### config.mk
export PLATFORM = sky130hd
export DESIGN_NAME = uart_tx_cfg
export DESIGN_NICKNAME = d
export VERILOG_FILES = /design/src/rtl/uart_tx_cfg.sv
export SDC_FILE = /design/constraint.sdc
export NUM_CORES = 1
export LEC_CHECK = 0
export ABC_AREA = 1
export BUFFER_PORTS_ARGS = -buffer_cell sky130_fd_sc_hd__buf_2
export CAP_MARGIN = 10
export CORE_UTILIZATION = 55
export CTS_CLUSTER_SIZE = 8
export DETAILED_ROUTE_END_ITERATION = 10
export GPL_TIMING_DRIVEN = 0
export PLACE_DENSITY_LB_ADDON = 0.08
export SYNTH_ARGS = -nofsm -noshare
export SYNTH_HDL_FRONTEND = slang
export SYNTH_SLANG_ARGS = --single-unit
### constraint.sdc
create_clock -name clk -period 3 [get_ports clk]
set_input_delay 0.15 -clock clk [delete_from_list [all_inputs] [get_ports clk]]
set_output_delay 0.15 -clock clk [all_outputs]
set_load 0.01 [all_outputs]
### src/rtl/uart_tx_cfg.sv
// Runtime-configurable UART transmitter.
// Data length, parity, stop bits and baud divisor are latched per frame.
module uart_tx_cfg #(
  parameter int DATA_W = 8,
  parameter int DIV_W  = 16,
  parameter int LEN_W  = 4
) (
  input  logic              clk,
  input  logic              reset,
  input  logic [DIV_W-1:0]  cfg_div,
  input  logic [LEN_W-1:0]  cfg_len,
  input  logic [1:0]        cfg_parity,
  input  logic              cfg_stop2,
  input  logic              s_valid,
  input  logic [DATA_W-1:0] s_data,
  output logic              s_ready,
  output logic              tx,
  output logic              busy,
  output logic              tx_done
);

  typedef enum logic [2:0] {
    IDLE, START, DATA, PARITY, STOP
  } state_t;

  state_t             state_q, state_n;
  logic [DIV_W-1:0]   cnt_q, cnt_n;
  logic [LEN_W-1:0]   idx_q, idx_n;
  logic [DATA_W-1:0]  sh_q, sh_n;
  logic [DIV_W-1:0]   div_q;
  logic [LEN_W-1:0]   len_q;
  logic               par_en_q, par_bit_q;
  logic               stop2_q;
  logic               tx_q, tx_n;
  logic               done_q, done_n;

  logic [DIV_W-1:0]   div_eff;
  logic [LEN_W-1:0]   len_eff;
  logic               par_calc;
  logic               cnt_last;
  logic               stop_last;
  logic               xfer;

  // Sanitise the incoming config and precompute the frame's parity bit.
  always_comb begin
    div_eff  = (cfg_div < DIV_W'(2)) ? DIV_W'(2) : cfg_div;
    len_eff  = cfg_len;
    if (cfg_len == '0 || cfg_len > LEN_W'(DATA_W))
      len_eff = LEN_W'(DATA_W);
    par_calc = cfg_parity[1];
    for (int i = 0; i < DATA_W; i++)
      if (LEN_W'(i) < len_eff)
        par_calc = par_calc ^ s_data[i];
  end

  assign cnt_last  = (cnt_q == div_q - DIV_W'(1));
  assign stop_last = (idx_q == LEN_W'(stop2_q));
  assign s_ready   = (state_q == IDLE) ||
                     (state_q == STOP && cnt_last && stop_last);
  assign xfer      = s_valid && s_ready;
  assign tx        = tx_q;
  assign busy      = (state_q != IDLE);
  assign tx_done   = done_q;

  // Next-state, bit counter, shifter and next line level.
  always_comb begin
    state_n = state_q;
    cnt_n   = cnt_q + DIV_W'(1);
    idx_n   = idx_q;
    sh_n    = sh_q;
    tx_n    = tx_q;
    done_n  = 1'b0;
    unique case (state_q)
      IDLE: begin
        cnt_n = '0;
        tx_n  = 1'b1;
      end
      START: begin
        tx_n = 1'b0;
        if (cnt_last) begin
          state_n = DATA;
          cnt_n   = '0;
          idx_n   = '0;
          tx_n    = sh_q[0];
        end
      end
      DATA: begin
        if (cnt_last) begin
          cnt_n = '0;
          if (idx_q == len_q - LEN_W'(1)) begin
            idx_n = '0;
            if (par_en_q) begin
              state_n = PARITY;
              tx_n    = par_bit_q;
            end else begin
              state_n = STOP;
              tx_n    = 1'b1;
            end
          end else begin
            idx_n = idx_q + LEN_W'(1);
            sh_n  = sh_q >> 1;
            tx_n  = sh_n[0];
          end
        end
      end
      PARITY: begin
        if (cnt_last) begin
          state_n = STOP;
          cnt_n   = '0;
          idx_n   = '0;
          tx_n    = 1'b1;
        end
      end
      STOP: begin
        tx_n = 1'b1;
        if (cnt_last) begin
          cnt_n = '0;
          if (stop_last) begin
            state_n = IDLE;
            done_n  = 1'b1;
          end else begin
            idx_n = idx_q + LEN_W'(1);
          end
        end
      end
      default: begin
        state_n = IDLE;
        tx_n    = 1'b1;
      end
    endcase
    if (xfer) begin
      state_n = START;
      cnt_n   = '0;
      idx_n   = '0;
      sh_n    = s_data;
      tx_n    = 1'b0;
    end
  end

  // State, counters and registered outputs.
  always_ff @(posedge clk or posedge reset) begin
    if (reset) begin
      state_q <= IDLE;
      cnt_q   <= '0;
      idx_q   <= '0;
      sh_q    <= '0;
      tx_q    <= 1'b1;
      done_q  <= 1'b0;
    end else begin
      state_q <= state_n;
      cnt_q   <= cnt_n;
      idx_q   <= idx_n;
      sh_q    <= sh_n;
      tx_q    <= tx_n;
      done_q  <= done_n;
    end
  end

  // Frame configuration, captured only on a transfer.
  always_ff @(posedge clk or posedge reset) begin
    if (reset) begin
      div_q     <= DIV_W'(2);
      len_q     <= LEN_W'(DATA_W);
      par_en_q  <= 1'b0;
      par_bit_q <= 1'b0;
      stop2_q   <= 1'b0;
    end else if (xfer) begin
      div_q     <= div_eff;
      len_q     <= len_eff;
      par_en_q  <= ^cfg_parity;
      par_bit_q <= par_calc;
      stop2_q   <= cfg_stop2;
    end
  end

endmodule

==> results.json <==
{
  "cts_made_buffers": 5,
  "synth_top_area_share_pct": 34.6,
  "cts_tree": "built",
  "place_hpwl_um": 6910,
  "grt_usage_pct": 25.4,
  "status": "completed",
  "h-tree-depth": 2,
  "antenna_found_initial": 0,
  "synth.largest_area_cell": "dfrtp_1",
  "gp_congestion": 0.892,
  "cp.arrival_ps": 2960,
  "ir_drop_v": 0.000195,
  "core_region_area_um2": 6760,
  "drtPass1Iterations": 5,
  "holdPathStages": 3,
  "p_leak_nw": 2.11,
  "power_density_nw_per_um2": 302,
  "clkTransAtPathRegs_ps": 110,
  "yosys_warnings": 0,
  "r2r_slack_ps": 260,
  "synth_top_cells_by_area": "dfrtp_1, nand2_1, nor2_1",
  "synth_fa_ha_area_share_pct": 1.31,
  "die_h_um": 85.5,
  "worstPathRequired_ps": 3210,
  "r2r-end": "cnt_q[9]",
  "grt_max_degree": 35,
  "synth_cells": 539,
  "cts.path.max_buffers": 2,
  "nets": 622,
  "synth_seq_area_share_pct": 36.7,
  "detail_route.vias_per_cell": 5.27,
  "skew_ps": 14.4,
  "area.growth.synth_to_final_pct": 10.5,
  "maxCapViolCount": 0,
  "rsz0062_at_grt": "false",
  "tns_ps": 0,
  "syn_area_per_cell_um2": 7.11,
  "period_needed_ps": 2740,
  "cts_root_buf": "clkbuf_8",
  "critPathLaunchType": "register",
  "synth_nets": 577,
  "num_antenna_cells": 0,
  "fill_cells": 647,
  "via_count": 3503,
  "dr.first_iter.drc_count": 187,
  "fmax_mhz": 365,
  "worstMarginPinSlew_ps": 689,
  "detail-route-antenna-nets": 0,
  "hp-class": "in2reg",
  "die_x_um": 85.5,
  "dieArea_um2": 7300,
  "min_delay_worst_endpoint": "stop2_q",
  "hold_viol_final": 0,
  "r2r_cells": 12,
  "drcViolationCount": 0,
  "criticalPathCategory": "reg2reg",
  "rows": 30,
  "synth_simple_gate_area_share_pct": 40.7,
  "initial_utilization_pct": 56.7,
  "grt_overflow": 0,
  "p_total_mw": 1.28,
  "grt_pass1_wl_um": 14600,
  "cts_hold_buffers": 1,
  "cp_max_fo": 10,
  "max_slew_margin_pct": 53.6,
  "drive_gt1_share_pct": 16.2,
  "synth-xor-area-share_pct": 7.97,
  "cts_sinks": 56,
  "r2r_start": "div_q[0]",
  "first_global_vias": 3181,
  "io_pins": 38,
  "drv_slew": 0,
  "post_cts_buffers": 0,
  "wirelength_um": 8730,
  "setup_viol": 0,
  "synth_mux_area_share_pct": 0,
  "io_buffer_count": 36,
  "holdCritStartpoint": "cfg_stop2",
  "synth_top_family_by_area": "simple AND/OR/NAND/NOR gates",
  "synth-seq-cells": 56,
  "synth-compound-area-share_pct": 5.09,
  "cp-end-kind": "register",
  "wire_per_inst_um": 13.1,
  "syn_area_um2": 3830,
  "yosysUniqueCellTypes": 39,
  "fin_crit_sh_pct": 91.4,
  "clk-insertion-delay-late_ps": 330,
  "cts_resized": 0,
  "hold_slack_ps": 14.3
}
## how the worst max path moves through the flow
stage	depth (start not counted)	startpoint	slack [ps]	endpoint
2_1_floorplan	16	div_q[0]	800	idx_q[3]
3_3_place_gp	14	div_q[0]	400	cnt_q[14]
3_5_place_dp	12	div_q[0]	340	cnt_q[4]
4_1_cts	12	div_q[0]	300	cnt_q[2]
5_1_grt	14	div_q[0]	40	cnt_q[5]
6_report	12	div_q[0]	260	cnt_q[9]
## placed cells by master (no fill, tap or decap), drive strengths merged
master,count
a21o,2
a21oi,4
a31oi,1
and2,1
and3,1
buf,45
clkbuf,5
clkinv,3
dfrtp,53
dfstp,3
dlygate4sd3,1
ha,4
inv,65
nand2,165
nand3,50
nand3b,14
nand4,13
nor2,76
nor3,14
nor3b,1
nor4,3
o21ai,24
o21bai,1
or2,2
xnor2,15
xor2,19
## power by group
group	internal [mW]	leakage (nW)	switching (mW)
registers	0.755	0.653	0
clock network	0.168	0.0485	0.267
logic	0.0355	1.41	0.0529
total	0.958	2.11	0.320
## cell type report
cell class              count  area [µm²]  area share (%)
inverters                  65         249            5.88
flip-flops and latches     56        1410            33.2
multi-input cells         410        2110            49.8
clock buffers               5        68.8            1.63
clock inverters             3        22.5           0.532
repair buffers             38         210            4.97
well taps                  80         100            2.36
plain buffers               8        67.6            1.60
## sequential cells by signal, indices dropped and copies added, names as in the netlist
name and flops:
cnt_q 16, div_q 16, idx_q 4, len_q 4, par_bit_q 1, par_en_q 1, sh_q 8, state_q 3
stop2_q 1, tx 1, tx_done 1
## critical path: stages, from the launching register on
cell and delay (ps):
dfrtp_1 450, inv_2 110, ha_1 220, nand2_2 110, nor2_4 160, nand3_2 110
xnor2_1 250, nand3_1 140, nor2_2 200, nand3_2 220, a21oi_4 360, buf_4 230
nor2_1 50
## synth_stat cells
library cell / n
a21o_1: 2
a21oi_1: 3
a21oi_4: 1
a31oi_1: 1
and2_1: 1
and3_1: 1
buf_2: 3
buf_4: 2
buf_6: 2
buf_8: 1
clkinv_4: 1
dfrtp_1: 53
dfstp_2: 3
ha_1: 4
inv_1: 56
inv_2: 8
nand2_1: 159
nand2_2: 4
nand2_4: 2
nand3_1: 46
nand3_2: 4
nand3b_1: 14
nand4_1: 12
nand4_2: 1
nor2_1: 68
nor2_2: 5
nor2_4: 3
nor3_1: 12
nor3_2: 2
nor3b_1: 1
nor4_1: 3
o21ai_0: 7
o21ai_1: 13
o21ai_2: 4
o21bai_1: 1
or2_2: 2
xnor2_1: 15
xor2_1: 18
xor2_2: 1
## stage by stage
step                      utilization, %  instance area, µm²  cells  setup slack (ps)
after global routing                62.6                4230    665              44.4
after CTS                           62.6                4230    665               305
after detailed placement            61.1                4130    656               337
after floorplan                        -                3830    539               800
final                               62.6                4230    665               258
after global placement              60.9                4110    655               402
## cells by family (layout without fill, tap and decap cells)
| kind of cell | Yosys count | count (layout) |
|---|---|---|
| compound gates | 32 | 32 |
| buf+inv | 73 | 119 |
| flops | 56 | 56 |
| fa+ha+maj | 4 | 4 |
| simple gates | 340 | 340 |
| xor+xnor | 34 | 34 |
## routing by layer
layer	global-route usage (%)	share of wire (%)	routed length [µm]	vias to the layer above
met4	5.91	1.3	117	0
met5	0	0	0	-
li1	-	-	-	1799
met1	37.6	51	4440	1639
met3	3.21	3.2	277	9
met2	39.6	45	3890	56
(Power assumes the default switching activity.)
